## src/rtl/data_memory_arbiter_pkg.sv

```systemverilog
// Shared constants for the data-RAM arbiter: FSM encodings and counter widths.
package data_memory_arbiter_pkg;

    localparam int unsigned STALL_CNT_W = 16;
    localparam int unsigned WAIT_CNT_W  = 8;

    localparam logic [1:0] ST_NORMAL  = 2'd0;
    localparam logic [1:0] ST_STARVE  = 2'd1;
    localparam logic [1:0] ST_RECOVER = 2'd2;

    function automatic logic is_access(input logic read_en, input logic write_en);
        return read_en | write_en;
    endfunction

endpackage

```

## src/rtl/data_memory_arbiter_if.sv

```systemverilog
// Bundle of MEM-stage, auxiliary-requester and RAM-side signals around the arbiter.
interface data_memory_arbiter_if #(
    parameter int unsigned ADDR_WIDTH = 32,
    parameter int unsigned DATA_WIDTH = 32
);
    logic                  pipe_read_enable;
    logic                  pipe_write_enable;
    logic [ADDR_WIDTH-1:0] pipe_address;
    logic [DATA_WIDTH-1:0] pipe_write_data;
    logic [DATA_WIDTH-1:0] pipe_read_data;
    logic                  pipe_stall;

    logic                  aux_req;
    logic                  aux_we;
    logic [ADDR_WIDTH-1:0] aux_address;
    logic [DATA_WIDTH-1:0] aux_write_data;
    logic                  aux_gnt;
    logic [DATA_WIDTH-1:0] aux_rdata;
    logic                  aux_rvalid;

    logic                  ram_read_enable;
    logic                  ram_write_enable;
    logic [ADDR_WIDTH-1:0] ram_address;
    logic [DATA_WIDTH-1:0] ram_in_data;
    logic [DATA_WIDTH-1:0] ram_out_data;

    // Arbiter side
    modport slave (
        input  pipe_read_enable, pipe_write_enable, pipe_address, pipe_write_data,
        output pipe_read_data, pipe_stall,
        input  aux_req, aux_we, aux_address, aux_write_data,
        output aux_gnt, aux_rdata, aux_rvalid,
        output ram_read_enable, ram_write_enable, ram_address, ram_in_data,
        input  ram_out_data
    );

    // Requesters plus RAM side
    modport master (
        output pipe_read_enable, pipe_write_enable, pipe_address, pipe_write_data,
        input  pipe_read_data, pipe_stall,
        output aux_req, aux_we, aux_address, aux_write_data,
        input  aux_gnt, aux_rdata, aux_rvalid,
        input  ram_read_enable, ram_write_enable, ram_address, ram_in_data,
        output ram_out_data
    );

endinterface

```

## src/rtl/data_memory_arbiter_sat_counter.sv

```systemverilog
// Up-counter that sticks at all-ones; clear takes priority over increment.
module data_memory_arbiter_sat_counter #(
    parameter int unsigned WIDTH = 8
) (
    input  logic             clk,
    input  logic             reset,
    input  logic             inc_i,
    input  logic             clear_i,
    output logic [WIDTH-1:0] count_o
);

    logic [WIDTH-1:0] count_q;
    logic [WIDTH-1:0] count_d;

    always_comb begin
        count_d = count_q;
        if (clear_i) begin
            count_d = '0;
        end else if (inc_i && (count_q != {WIDTH{1'b1}})) begin
            count_d = count_q + WIDTH'(1);
        end
    end

    always_ff @(posedge clk) begin
        if (reset) begin
            count_q <= '0;
        end else begin
            count_q <= count_d;
        end
    end

    assign count_o = count_q;

endmodule

```

## src/rtl/data_memory_arbiter.sv

```systemverilog
// Shares the single-port data RAM between the MEM stage (priority) and an aux requester,
// forcing one aux access after MAX_WAIT blocked cycles at the cost of a pipeline stall.
module data_memory_arbiter
    import data_memory_arbiter_pkg::*;
#(
    parameter int unsigned ADDR_WIDTH = 32,
    parameter int unsigned DATA_WIDTH = 32,
    parameter int unsigned MAX_WAIT   = 4
) (
    input  logic                   clk,
    input  logic                   reset,
    data_memory_arbiter_if.slave   bus,
    output logic [STALL_CNT_W-1:0] stall_count
);

    logic [1:0]            state_q;
    logic [1:0]            state_d;
    logic                  pipe_acc;
    logic                  pipe_gnt;
    logic                  aux_gnt;
    logic                  pipe_stall;
    logic                  wait_inc;
    logic                  wait_clr;
    logic [WAIT_CNT_W-1:0] wait_cnt;
    logic [DATA_WIDTH-1:0] aux_rdata_q;
    logic                  aux_rvalid_q;

    assign pipe_acc = is_access(bus.pipe_read_enable, bus.pipe_write_enable);

    always_ff @(posedge clk) begin
        if (reset) begin
            state_q <= ST_NORMAL;
        end else begin
            state_q <= state_d;
        end
    end

    // Grant selection, starvation tracking and next state
    always_comb begin
        state_d    = state_q;
        pipe_gnt   = 1'b0;
        aux_gnt    = 1'b0;
        pipe_stall = 1'b0;
        wait_inc   = 1'b0;
        wait_clr   = 1'b0;
        case (state_q)
            ST_STARVE: begin
                wait_clr = 1'b1;
                state_d  = ST_NORMAL;
                if (bus.aux_req) begin
                    aux_gnt    = 1'b1;
                    pipe_stall = pipe_acc;
                    if (pipe_acc) begin
                        state_d = ST_RECOVER;
                    end
                end else begin
                    pipe_gnt = pipe_acc;
                end
            end
            // The stalled MEM access retires here before aux can be forced again
            ST_RECOVER: begin
                pipe_gnt = pipe_acc;
                aux_gnt  = ~pipe_acc & bus.aux_req;
                wait_clr = 1'b1;
                state_d  = ST_NORMAL;
            end
            default: begin
                pipe_gnt = pipe_acc;
                aux_gnt  = ~pipe_acc & bus.aux_req;
                state_d  = ST_NORMAL;
                if (bus.aux_req && !aux_gnt) begin
                    wait_inc = 1'b1;
                    if (wait_cnt == WAIT_CNT_W'(MAX_WAIT - 1)) begin
                        state_d = ST_STARVE;
                    end
                end else begin
                    wait_clr = 1'b1;
                end
            end
        endcase
    end

    data_memory_arbiter_sat_counter #(.WIDTH(WAIT_CNT_W)) u_wait_cnt (
        .clk     (clk),
        .reset   (reset),
        .inc_i   (wait_inc),
        .clear_i (wait_clr),
        .count_o (wait_cnt)
    );

    data_memory_arbiter_sat_counter #(.WIDTH(STALL_CNT_W)) u_stall_cnt (
        .clk     (clk),
        .reset   (reset),
        .inc_i   (pipe_stall),
        .clear_i (1'b0),
        .count_o (stall_count)
    );

    // RAM port steered by the winner; idle cycles drive zeros
    always_comb begin
        bus.ram_read_enable  = 1'b0;
        bus.ram_write_enable = 1'b0;
        bus.ram_address      = ADDR_WIDTH'(0);
        bus.ram_in_data      = DATA_WIDTH'(0);
        if (pipe_gnt) begin
            bus.ram_read_enable  = bus.pipe_read_enable;
            bus.ram_write_enable = bus.pipe_write_enable;
            bus.ram_address      = bus.pipe_address;
            bus.ram_in_data      = bus.pipe_write_data;
        end else if (aux_gnt) begin
            bus.ram_read_enable  = ~bus.aux_we;
            bus.ram_write_enable = bus.aux_we;
            bus.ram_address      = bus.aux_address;
            bus.ram_in_data      = bus.aux_write_data;
        end
    end

    always_ff @(posedge clk) begin
        if (reset) begin
            aux_rdata_q  <= '0;
            aux_rvalid_q <= 1'b0;
        end else begin
            aux_rvalid_q <= aux_gnt & ~bus.aux_we;
            if (aux_gnt && !bus.aux_we) begin
                aux_rdata_q <= bus.ram_out_data;
            end
        end
    end

    assign bus.pipe_read_data = bus.ram_out_data;
    assign bus.pipe_stall     = pipe_stall;
    assign bus.aux_gnt        = aux_gnt;
    assign bus.aux_rdata      = aux_rdata_q;
    assign bus.aux_rvalid     = aux_rvalid_q;

endmodule
```

## src/flat_wrapper.sv

```systemverilog
// flat-port wrapper written by rule: the top's interface ports become plain ports
module data_memory_arbiter_flat import data_memory_arbiter_pkg::*;
#(
    parameter int unsigned ADDR_WIDTH = 32,
    parameter int unsigned DATA_WIDTH = 32,
    parameter int unsigned MAX_WAIT   = 4
)
  (clk, reset, stall_count, bus_pipe_read_enable, bus_pipe_write_enable, bus_pipe_address, bus_pipe_write_data, bus_pipe_read_data, bus_pipe_stall, bus_aux_req, bus_aux_we, bus_aux_address, bus_aux_write_data, bus_aux_gnt, bus_aux_rdata, bus_aux_rvalid, bus_ram_read_enable, bus_ram_write_enable, bus_ram_address, bus_ram_in_data, bus_ram_out_data);
  data_memory_arbiter_if #(.ADDR_WIDTH(ADDR_WIDTH), .DATA_WIDTH(DATA_WIDTH)) bus_i ();
  input  logic clk;
  input  logic reset;
  output logic [STALL_CNT_W-1:0] stall_count;
  input wire logic [$bits(bus_i.pipe_read_enable)-1:0] bus_pipe_read_enable;
  input wire logic [$bits(bus_i.pipe_write_enable)-1:0] bus_pipe_write_enable;
  input wire logic [$bits(bus_i.pipe_address)-1:0] bus_pipe_address;
  input wire logic [$bits(bus_i.pipe_write_data)-1:0] bus_pipe_write_data;
  output wire logic [$bits(bus_i.pipe_read_data)-1:0] bus_pipe_read_data;
  output wire logic [$bits(bus_i.pipe_stall)-1:0] bus_pipe_stall;
  input wire logic [$bits(bus_i.aux_req)-1:0] bus_aux_req;
  input wire logic [$bits(bus_i.aux_we)-1:0] bus_aux_we;
  input wire logic [$bits(bus_i.aux_address)-1:0] bus_aux_address;
  input wire logic [$bits(bus_i.aux_write_data)-1:0] bus_aux_write_data;
  output wire logic [$bits(bus_i.aux_gnt)-1:0] bus_aux_gnt;
  output wire logic [$bits(bus_i.aux_rdata)-1:0] bus_aux_rdata;
  output wire logic [$bits(bus_i.aux_rvalid)-1:0] bus_aux_rvalid;
  output wire logic [$bits(bus_i.ram_read_enable)-1:0] bus_ram_read_enable;
  output wire logic [$bits(bus_i.ram_write_enable)-1:0] bus_ram_write_enable;
  output wire logic [$bits(bus_i.ram_address)-1:0] bus_ram_address;
  output wire logic [$bits(bus_i.ram_in_data)-1:0] bus_ram_in_data;
  input wire logic [$bits(bus_i.ram_out_data)-1:0] bus_ram_out_data;
  assign bus_i.pipe_read_enable = bus_pipe_read_enable;
  assign bus_i.pipe_write_enable = bus_pipe_write_enable;
  assign bus_i.pipe_address = bus_pipe_address;
  assign bus_i.pipe_write_data = bus_pipe_write_data;
  assign bus_pipe_read_data = bus_i.pipe_read_data;
  assign bus_pipe_stall = bus_i.pipe_stall;
  assign bus_i.aux_req = bus_aux_req;
  assign bus_i.aux_we = bus_aux_we;
  assign bus_i.aux_address = bus_aux_address;
  assign bus_i.aux_write_data = bus_aux_write_data;
  assign bus_aux_gnt = bus_i.aux_gnt;
  assign bus_aux_rdata = bus_i.aux_rdata;
  assign bus_aux_rvalid = bus_i.aux_rvalid;
  assign bus_ram_read_enable = bus_i.ram_read_enable;
  assign bus_ram_write_enable = bus_i.ram_write_enable;
  assign bus_ram_address = bus_i.ram_address;
  assign bus_ram_in_data = bus_i.ram_in_data;
  assign bus_i.ram_out_data = bus_ram_out_data;
  data_memory_arbiter #(.ADDR_WIDTH(ADDR_WIDTH), .DATA_WIDTH(DATA_WIDTH), .MAX_WAIT(MAX_WAIT)) u_core (.clk(clk), .reset(reset), .bus(bus_i), .stall_count(stall_count));
endmodule
```

## config.mk

```make
export PLATFORM = sky130hd
export DESIGN_NAME = data_memory_arbiter_flat
export DESIGN_NICKNAME = d
export VERILOG_FILES = /design/src/rtl/data_memory_arbiter_pkg.sv /design/src/rtl/data_memory_arbiter_if.sv /design/src/rtl/data_memory_arbiter_sat_counter.sv /design/src/rtl/data_memory_arbiter.sv /design/src/flat_wrapper.sv
export SDC_FILE = /design/constraint.sdc
export NUM_CORES = 1
export LEC_CHECK = 0
export BUFFER_PORTS_ARGS = -buffer_cell sky130_fd_sc_hd__buf_2
export CAP_MARGIN = 20
export CELL_PAD_IN_SITES_DETAIL_PLACEMENT = 0
export CELL_PAD_IN_SITES_GLOBAL_PLACEMENT = 1
export CORE_UTILIZATION = 22
export DETAILED_ROUTE_END_ITERATION = 6
export GPL_TIMING_DRIVEN = 0
export PLACE_DENSITY = 0.86
export SLEW_MARGIN = 15
export SYNTH_ARGS = -nofsm -noshare
export SYNTH_HDL_FRONTEND = slang
export SYNTH_SLANG_ARGS = --single-unit
```

## constraint.sdc

```tcl
create_clock -name clk -period 1.63 [get_ports clk]
set_input_delay 0.163 -clock clk [delete_from_list [all_inputs] [get_ports clk]]
set_output_delay 0.163 -clock clk [all_outputs]
set_load 0.005 [all_outputs]
```

# Word-level counts from Yosys, hierarchy flattened
# Cells that the tools add are included.
[op_classes] n_addsub=2 eq_ne=5 mux=23 bitwise_logic=5 n_reduce_logical=8
[op_table] op="2-to-1 mux 32 bit" n=4
[op_table] op="adder 16 x 1 -> 16 bit (second input constant)" n=1
[op_table] op="!= test 16 bit (second input constant)" n=1
[op_table] op="2-to-1 mux 1 bit" n=15
[op_table] op="adder 8 x 1 -> 8 bit (second input constant)" n=1
[op_table] op="equality test 8 x 2 -> 1 bit (second input constant)" n=1
[op_table] op="!= test 8 bit (second input constant)" n=1
[op_table] op="2-to-1 mux 2 bit" n=3
[op_table] op="logical AND 1 bit" n=4
[op_table] op="case mux 2 bit (2 select lines)" n=1
[op_table] op="OR reduction 2 bit" n=2
[op_table] op="bitwise AND 1 bit" n=2
[op_table] op="equality test 2 x 1 -> 1 bit (second input constant)" n=1
[op_table] op="equality test 2 bit (second input constant)" n=1
[op_table] op="zero test 1 bit" n=2
[op_table] op="NOT 1 bit" n=2
[op_table] op="bitwise OR 1 bit" n=1
[totals] register_bits=59 in_bits=166 elab_cells=48

# Longest topological paths before layout
# Gate-level depths: netlist of run 1.
[depth] word_depth=8 mapped_depth=8

# By module
# Synthesis of run 1 repeated with hierarchy kept, for this count alone.
[hier_totals] cells_unflattened=559 hier_area_um2=4185.3
[by_module_without_submodules] mod="data_memory_arbiter" n_inst=1 cells_each=410 area_per_inst_um2=2832.7 seq_area_each_um2=700.7
[by_module_without_submodules] mod="data_memory_arbiter_sat_counter at u_core.u_stall_cnt" n_inst=1 cells_each=102 area_per_inst_um2=917.1 seq_area_each_um2=320.3
[by_module_without_submodules] mod="data_memory_arbiter_sat_counter at u_core.u_wait_cnt" n_inst=1 cells_each=47 area_per_inst_um2=435.4 seq_area_each_um2=160.2

# Worst setup path before layout of run 1
# No wires, ideal clock.
[synth_path] kind="register to register" startpoint="register u_core.u_stall_cnt.count_q[0] (netlist: u_core.u_stall_cnt.count_o[0])" endpoint="register u_core.u_stall_cnt.count_q[5] (netlist: u_core.u_stall_cnt.count_o[5])" t_arrival_ns=1.597 required_time_ns=1.507 slack_ns=-0.090 path_stages_with_launch=6 path_cell_list="dfxtp_1 > ha_1 > nand3_1 > nor4_4 > nor4_1 > mux2_1"
[synth_between] elab_chain_cells=2 elab_cells_between_ends=3
[synth_rtl] item="start: declaration" line="data_memory_arbiter_sat_counter.sv:12" text="logic [WIDTH-1:0] count_q;"
[synth_rtl] item="start signal: assignment" line="data_memory_arbiter_sat_counter.sv:28" text="count_q <= count_d;"
[synth_rtl] item="parallel branches: the longest is 2 deep, another holds adder 16 x 1 -> 16 bit"
# Several ways; the timed one is not identified.
# A chain may end at the register's enable or synchronous reset.

# Worst setup path in the final report of run 1
[layout_path] startpoint="register u_core.state_q[1]" endpoint="output port bus_ram_in_data[24]"
[layout_between] elab_chain_cells=4 elab_cells_between_ends=5
[layout_rtl] item="start: declaration" line="data_memory_arbiter.sv:16" text="logic [1:0] state_q;"
[layout_rtl] item="start signal: assignment" line="data_memory_arbiter.sv:34" text="state_q <= state_d;"
[layout_rtl] item="equality test 2 x 1 -> 1 bit (*)" line="data_memory_arbiter.sv:46" text="case (state_q)"
[layout_rtl] item="2-to-1 mux 1 bit"
[layout_rtl] item="2-to-1 mux 32 bit" line="data_memory_arbiter.sv:110" text="end else if (aux_gnt) begin"
[layout_rtl] item="2-to-1 mux 32 bit (*)" line="data_memory_arbiter.sv:105" text="if (pipe_gnt) begin"
[layout_rtl] item="end: declaration" line="flat_wrapper.sv:29" text="output wire logic [$bits(bus_i.ram_in_data)-1:0] bus_ram_in_data;"
# Mark *: on every way between the ends. The rest lies on a longest branch, timed or not.

==> results.json, run 1 <==
{
  "ant_nets": 0,
  "cap_viol_max_count": 0,
  "crit_slowest_cell": "dfxtp_2",
  "drt-wirelength-per-cell_um": 14.7,
  "critPathLaunchType": "register",
  "gr-usage-all-layers_pct": 16.3,
  "wl_met2_mm": 7.83,
  "critical_path.most_common_cell": "buf_8",
  "synthFlopType": "dfxtp_1",
  "fin_crit_sh_pct": 118,
  "slowest_delay_ps": 320,
  "final_cells": 1120,
  "grt_setup_unrepaired": "yes",
  "clockRootBuffer": "clkbuf_16",
  "cp.required_ps": 1470,
  "wl_met1_mm": 7.29,
  "drtPass1Iterations": 6,
  "grt_pass1_wl_mm": 21.0,
  "top_layer": "met4",
  "cts_tree": "done",
  "power_density_nw_per_um2": 672,
  "synth_area_leaders": "dfxtp_1 (33%), nand2_1 (21%), o21ai_0 (9.8%)",
  "status": "finished, violations left",
  "cp_max_fo": 5,
  "yosysSeqAreaShare_pct": 32.6,
  "placement.cell_area_um2": 5460,
  "path_class": "register to output port",
  "clock-sinks": 59,
  "layout-drive-gt1-share_pct": 59.1,
  "synth_edf_count": 0,
  "critPathArrivalTime_ps": 1750,
  "yosys.area.top_type_share_pct": 32.6,
  "nNetsFinal": 1068,
  "leakagePower_nw": 3.49,
  "hold_viol": 0,
  "ir_worst_vdd_v": 0.000438,
  "numCtsBuffers": 9,
  "timing.slew.headroom_pct": 48.4,
  "die-area_um2": 17000,
  "endpoint_kind": "output port",
  "dpl.hpwl_mm": 12.3,
  "setup_viol": 102,
  "worstMarginPinSlew_ps": 773,
  "vias": 5023,
  "ios": 315,
  "clk_pin_slew_worst_paths_ps": 50,
  "drt-vias-per-instance": 4.48,
  "synth_top_cell_by_area": "dfxtp_1",
  "yosys_warnings": 0,
  "synth_area_per_cell_um2": 6.69,
  "die_w_um": 130,
  "initial_utilization_pct": 22.6,
  "antenna_found_initial": 0,
  "clk_latency_ps": 320,
  "clk_path_buf_depth": 2,
  "drt_wl_total_mm": 16.4,
  "io_buffers": 313,
  "synthCells": 541,
  "n_antenna_cell": 0,
  "die_y_um": 130,
  "min_period_ps": 1920,
  "overflow": 0,
  "grt_pass1_vias": 3852,
  "route.detailed.drc": 0,
  "final.setup_skew_ps": 5.20,
  "syn_area_um2": 3620,
  "coreArea_um2": 16000,
  "ys_ff_latch": 59,
  "row_count": 46,
  "fmaxAchievable_mhz": 522,
  "setup_slack_ps": -286,
  "syn_nets": 710,
  "hold_path.class": "input pin to register",
  "route.met3.wl_mm": 1.18,
  "stdcell_area_um2": 6970,
  "netlist-cell-type-count": 47,
  "dp_cells": 1070,
  "violations": "negative setup slack",
  "htreeDepth": 3,
  "final_common_cell": "buf_2",
  "crit_chain": "inv_2, ha_4, a2bb2oi_4, buf_6, buf_8, buf_8, nand2_2, o21ai_1, buf_2",
  "syn2layout_area_growth_pct": 92.5,
  "ys_async_sr_fraction_pct": 0,
  "place_congestion": 0.907,
  "drv_slew": 0,
  "drt_iter0_markers": 215,
  "layout_common_cells": "buf_2 (314), nand2_1 (163), buf_4 (51)",
  "grt_max_degree": 12
}
Yosys cell counts (2+ instances only):
library cell / count
dfxtp_1: 59
o31ai_1: 5
nor2_1: 11
clkbuf_1: 17
nand3_1: 5
nand2_1: 202
ha_1: 3
and3_1: 3
a21oi_1: 43
or4_1: 5
a31oi_1: 6
buf_4: 32
and2_1: 2
or3_1: 6
o21bai_1: 2
buf_1: 6
inv_1: 5
o21ai_0: 71
nor4_1: 2
and4_1: 2
mux2i_1: 2
nor2b_1: 3
nand4_1: 8
nor3_1: 4
buf_2: 12
a211oi_1: 2
o2111ai_1: 2
xnor2_1: 2
layout make-up:
| type | count | area (µm²) |
|---|---|---|
| multi-input cells | 409 | 2550 |
| clock inverters | 6 | 113 |
| repair buffers | 350 | 2020 |
| fillers | 1664 | 9030 |
| clock buffers | 10 | 239 |
| inverters | 6 | 27.5 |
| flip-flops and latches | 59 | 1200 |
| plain buffers | 64 | 546 |
| well taps | 216 | 270 |
critical path, delay by kind of cell (launching register included):
kind | cells | cell delay [ps]
buffers and inverters | 5 | 620
flip-flops | 1 | 320
AO/OA/AOI/OAI | 2 | 280
adder cells (fa/ha/maj) | 1 | 160
AND/OR/NAND/NOR | 1 | 40
registers in the layout, summed over array words and instances, names as in the netlist:
name / cells
u_core.bus.aux_rvalid: 1
u_core.state_q: 2
u_core.u_stall_cnt.count_o: 16
u_core.u_wait_cnt.count_o: 8
u_core.bus.aux_rdata: 32
cells by family after synthesis:
group / Yosys count / synth area share [%]
AO/OA/AOI/OAI: 137 / 21.2
XOR/XNOR: 3 / 0.726
adder cells (fa/ha/maj): 3 / 1.04
buffers and inverters: 73 / 11.4
flip-flops: 59 / 32.6
multiplexers: 3 / 0.864
AND/OR/NAND/NOR: 263 / 32.1
through the flow:
stage / setup WS, ps / hold slack (ps) / util [%] / TNS, ps / total power [mW]
2_1_floorplan: 3.87 / 299 / - / 0 / 1.83
3_3_place_gp: -611 / 418 / 34.1 / -46960 / 2.31
3_5_place_dp: -684 / 422 / 34.1 / -49860 / 2.31
4_1_cts: -341 / 78.8 / 38.7 / -26460 / 4.61
5_1_grt: -374 / 89.9 / 43.6 / -25640 / 4.91
6_report: -286 / 90.7 / 43.6 / -16390 / 4.68
per-layer routing:
| layer | track usage, % | vias up |
|---|---|---|
| li1 | - | 2526 |
| met2 | 24.9 | 191 |
| met4 | 2.94 | 0 |
| met1 | 23.0 | 2297 |
| met5 | 0 | - |
| met3 | 4.06 | 9 |
worst paths after layout:
path / from / end / slack, ps / cells after the start
worst max register to register: u_core.state_q[1]$_SDFF_PP0_ / u_core.bus.aux_rdata[25]$_SDFFE_PP0P_ / -130 / 10
worst min-delay path: bus_ram_out_data[4] / u_core.bus.aux_rdata[4]$_SDFFE_PP0P_ / 90 / 3
worst max-delay path: u_core.state_q[1]$_SDFF_PP0_ / bus_ram_in_data[24] / -290 / 9
worst min register to register: u_core.bus.aux_rdata[5]$_SDFFE_PP0P_ / u_core.bus.aux_rdata[5]$_SDFFE_PP0P_ / 450 / 2
power breakdown:
part / switching (mW) / total (mW) / internal, mW / leakage (nW)
registers: 0.0159 / 1.47 / 1.46 / 0.484
logic: 0.486 / 1.00 / 0.518 / 2.83
clock network: 0.667 / 2.20 / 1.54 / 0.173
total: 1.17 / 4.68 / 3.51 / 3.49
repair_timing:
item,4_1_cts,5_1_grt
pin swaps,11,65
buffers inserted,11,18
gates resized for setup,110,160
cloned,2,6
hold buffers,0,0
endpoints found under the setup margin,116,110
No activity file was read; power rests on OpenSTA's default activity.
==> run 2, diff against run 1 <==
--- a/config.mk
+++ b/config.mk
@@ -10,6 +10,7 @@
 export CELL_PAD_IN_SITES_DETAIL_PLACEMENT = 0
 export CELL_PAD_IN_SITES_GLOBAL_PLACEMENT = 1
 export CORE_UTILIZATION = 22
+export CTS_BUF_LIST = sky130_fd_sc_hd__clkbuf_4 sky130_fd_sc_hd__clkbuf_8
 export DETAILED_ROUTE_END_ITERATION = 6
 export GPL_TIMING_DRIVEN = 0
 export PLACE_DENSITY = 0.86
==> results.json, run 2 (same netlist as run 1, synthesis figures left out) <==
{
  "status": "finished, violations left",
  "violations": "negative setup slack",
  "antenna_found_initial": 0,
  "initial_utilization_pct": 22.6,
  "worstHoldPathCells": 3,
  "gr-usage-all-layers_pct": 16.5,
  "die_w_um": 130,
  "grt_max_degree": 12,
  "drv_slew": 0,
  "hold_viol": 0,
  "nNetsFinal": 1056,
  "ant_nets": 0,
  "setup_viol": 92,
  "coreArea_um2": 16000,
  "endpoint_kind": "output port",
  "ir_worst_vdd_v": 0.000364,
  "r2r_start": "u_core.state_q[1]$_SDFF_PP0_",
  "io_buffers": 313,
  "worstMarginPinSlew_ps": 614,
  "largest_reg_flops": 32,
  "drtPass1Iterations": 4,
  "numCtsBuffers": 9,
  "row_count": 46,
  "r2r_slack_ps": -40,
  "reg2reg_to": "u_core.bus.aux_rdata[25]$_SDFFE_PP0P_",
  "fmaxAchievable_mhz": 512,
  "drt-wirelength-per-cell_um": 14.5,
  "postCtsHoldBufs": 0,
  "post-route-util_pct": 41.1,
  "critPathArrivalTime_ps": 1790,
  "drt_wl_total_mm": 16.1,
  "cp.required_ps": 1470,
  "clockRootBuffer": "clkbuf_8",
  "vias": 4919,
  "timing.slew.headroom_pct": 59.1,
  "grt_setup_unrepaired": "yes",
  "critPathLaunchType": "register",
  "stdcell_area_um2": 6570,
  "hp-start": "bus_ram_out_data[1]",
  "final.setup_skew_ps": 4.54,
  "nFillCells": 1707,
  "die_y_um": 130,
  "clk_latency_ps": 330,
  "setup_tns_ps": -15930,
  "final_common_cell": "buf_2",
  "ios": 315,
  "min_period_ps": 1950,
  "clock-sinks": 59,
  "placement.cell_area_um2": 5460,
  "cap_viol_max_count": 0,
  "grt_pass1_wl_mm": 21.3,
  "grt_pass1_vias": 3886,
  "r2r_cells": 10,
  "drt-vias-per-instance": 4.44,
  "syn2layout_area_growth_pct": 81.5,
  "layout-drive-gt1-share_pct": 56.6,
  "die-area_um2": 17000,
  "min_to": "u_core.bus.aux_rdata[1]$_SDFFE_PP0P_",
  "clk_pin_slew_worst_paths_ps": 70,
  "fin_crit_sh_pct": 120,
  "overflow": 0,
  "cp_max_fo": 5,
  "cts_tree": "done",
  "place_congestion": 0.907,
  "power_mw": 4.10,
  "setup_slack_ps": -325,
  "hold_path.class": "input pin to register",
  "n_antenna_cell": 0,
  "dpl.hpwl_mm": 12.3,
  "path_class": "register to output port",
  "route.detailed.drc": 0,
  "power_density_nw_per_um2": 624,
  "layout_common_cells": "buf_2 (314), nand2_1 (165), dfxtp_1 (48)",
  "clk_path_buf_depth": 2,
  "htreeDepth": 3,
  "leakagePower_nw": 3.32,
  "drt_iter0_markers": 210
}
==> run 2: cell types whose count changed in the layout (fill, tap and decap cells not counted), sizes merged <==
cell	previous run	this run
buf	395	383
==> run 2: critical path, stage by stage, from the launching register on <==
cell	delay (ps)
dfxtp_2	320
inv_2	40
ha_4	170
a2bb2oi_4	230
buf_6	180
buf_8	130
buf_8	120
nand2_2	50
o21ai_2	70
buf_2	140
==> run 2: per-layer routing <==
metal  global-route usage (%)  up-vias  wire length, µm
li1                         -     2503                -
met1                     23.5     2221             7220
met2                     25.0      184             7610
met3                     3.94       11             1170
met4                     3.28        0               97
met5                        0        -                0
==> run 2: worst max-delay path by stage <==
stage                                           endpoint  slack, ps  depth (start not counted)                         start
finish                               bus_ram_in_data[21]       -320                          9  u_core.state_q[1]$_SDFF_PP0_
global route                         bus_ram_in_data[24]       -420                          9  u_core.state_q[1]$_SDFF_PP0_
CTS                                  bus_ram_in_data[24]       -370                          9  u_core.state_q[1]$_SDFF_PP0_
detailed placement                   bus_ram_in_data[21]       -680                          9  u_core.state_q[1]$_SDFF_PP0_
global placement                     bus_ram_in_data[21]       -610                          9  u_core.state_q[1]$_SDFF_PP0_
floorplan           u_core.bus.aux_rdata[0]$_SDFFE_PP0P_          4                          8  u_core.state_q[1]$_SDFF_PP0_
==> run 2: cell type report <==
type / instances / area, µm² / area share, %
Timing Repair Buffer: 337 / 1900 / 28.9
Tap cell: 216 / 270 / 4.11
Inverter: 6 / 27.5 / 0.419
Clock buffer: 10 / 138 / 2.09
Sequential cell: 59 / 1200 / 18.3
Clock inverter: 6 / 113 / 1.71
Buffer: 65 / 544 / 8.28
Multi-Input combinational cell: 409 / 2380 / 36.2
==> run 2: where the power goes <==
part	total [mW]	switching, mW	internal (mW)	leakage [nW]
Sequential	1.47	0.0115	1.46	0.483
Combinational	0.983	0.479	0.504	2.71
Clock	1.65	0.592	1.06	0.126
==> run 2: metrics by stage <==
step,hold slack (ps),setup WS (ps),std cells
floorplan,299,3.87,541
global route,54.4,-420,1108
finish,73.4,-325,1108
CTS,51.7,-369,1102
detailed placement,422,-684,1070
global placement,418,-611,1070
==> run 2: what timing repair did <==
action | in CTS | in global routing
resized for setup | 127 | 88
cloned | 3 | 5
pin swaps | 14 | 26
setup buffers | 14 | 5
endpoints found under the setup margin | 116 | 113
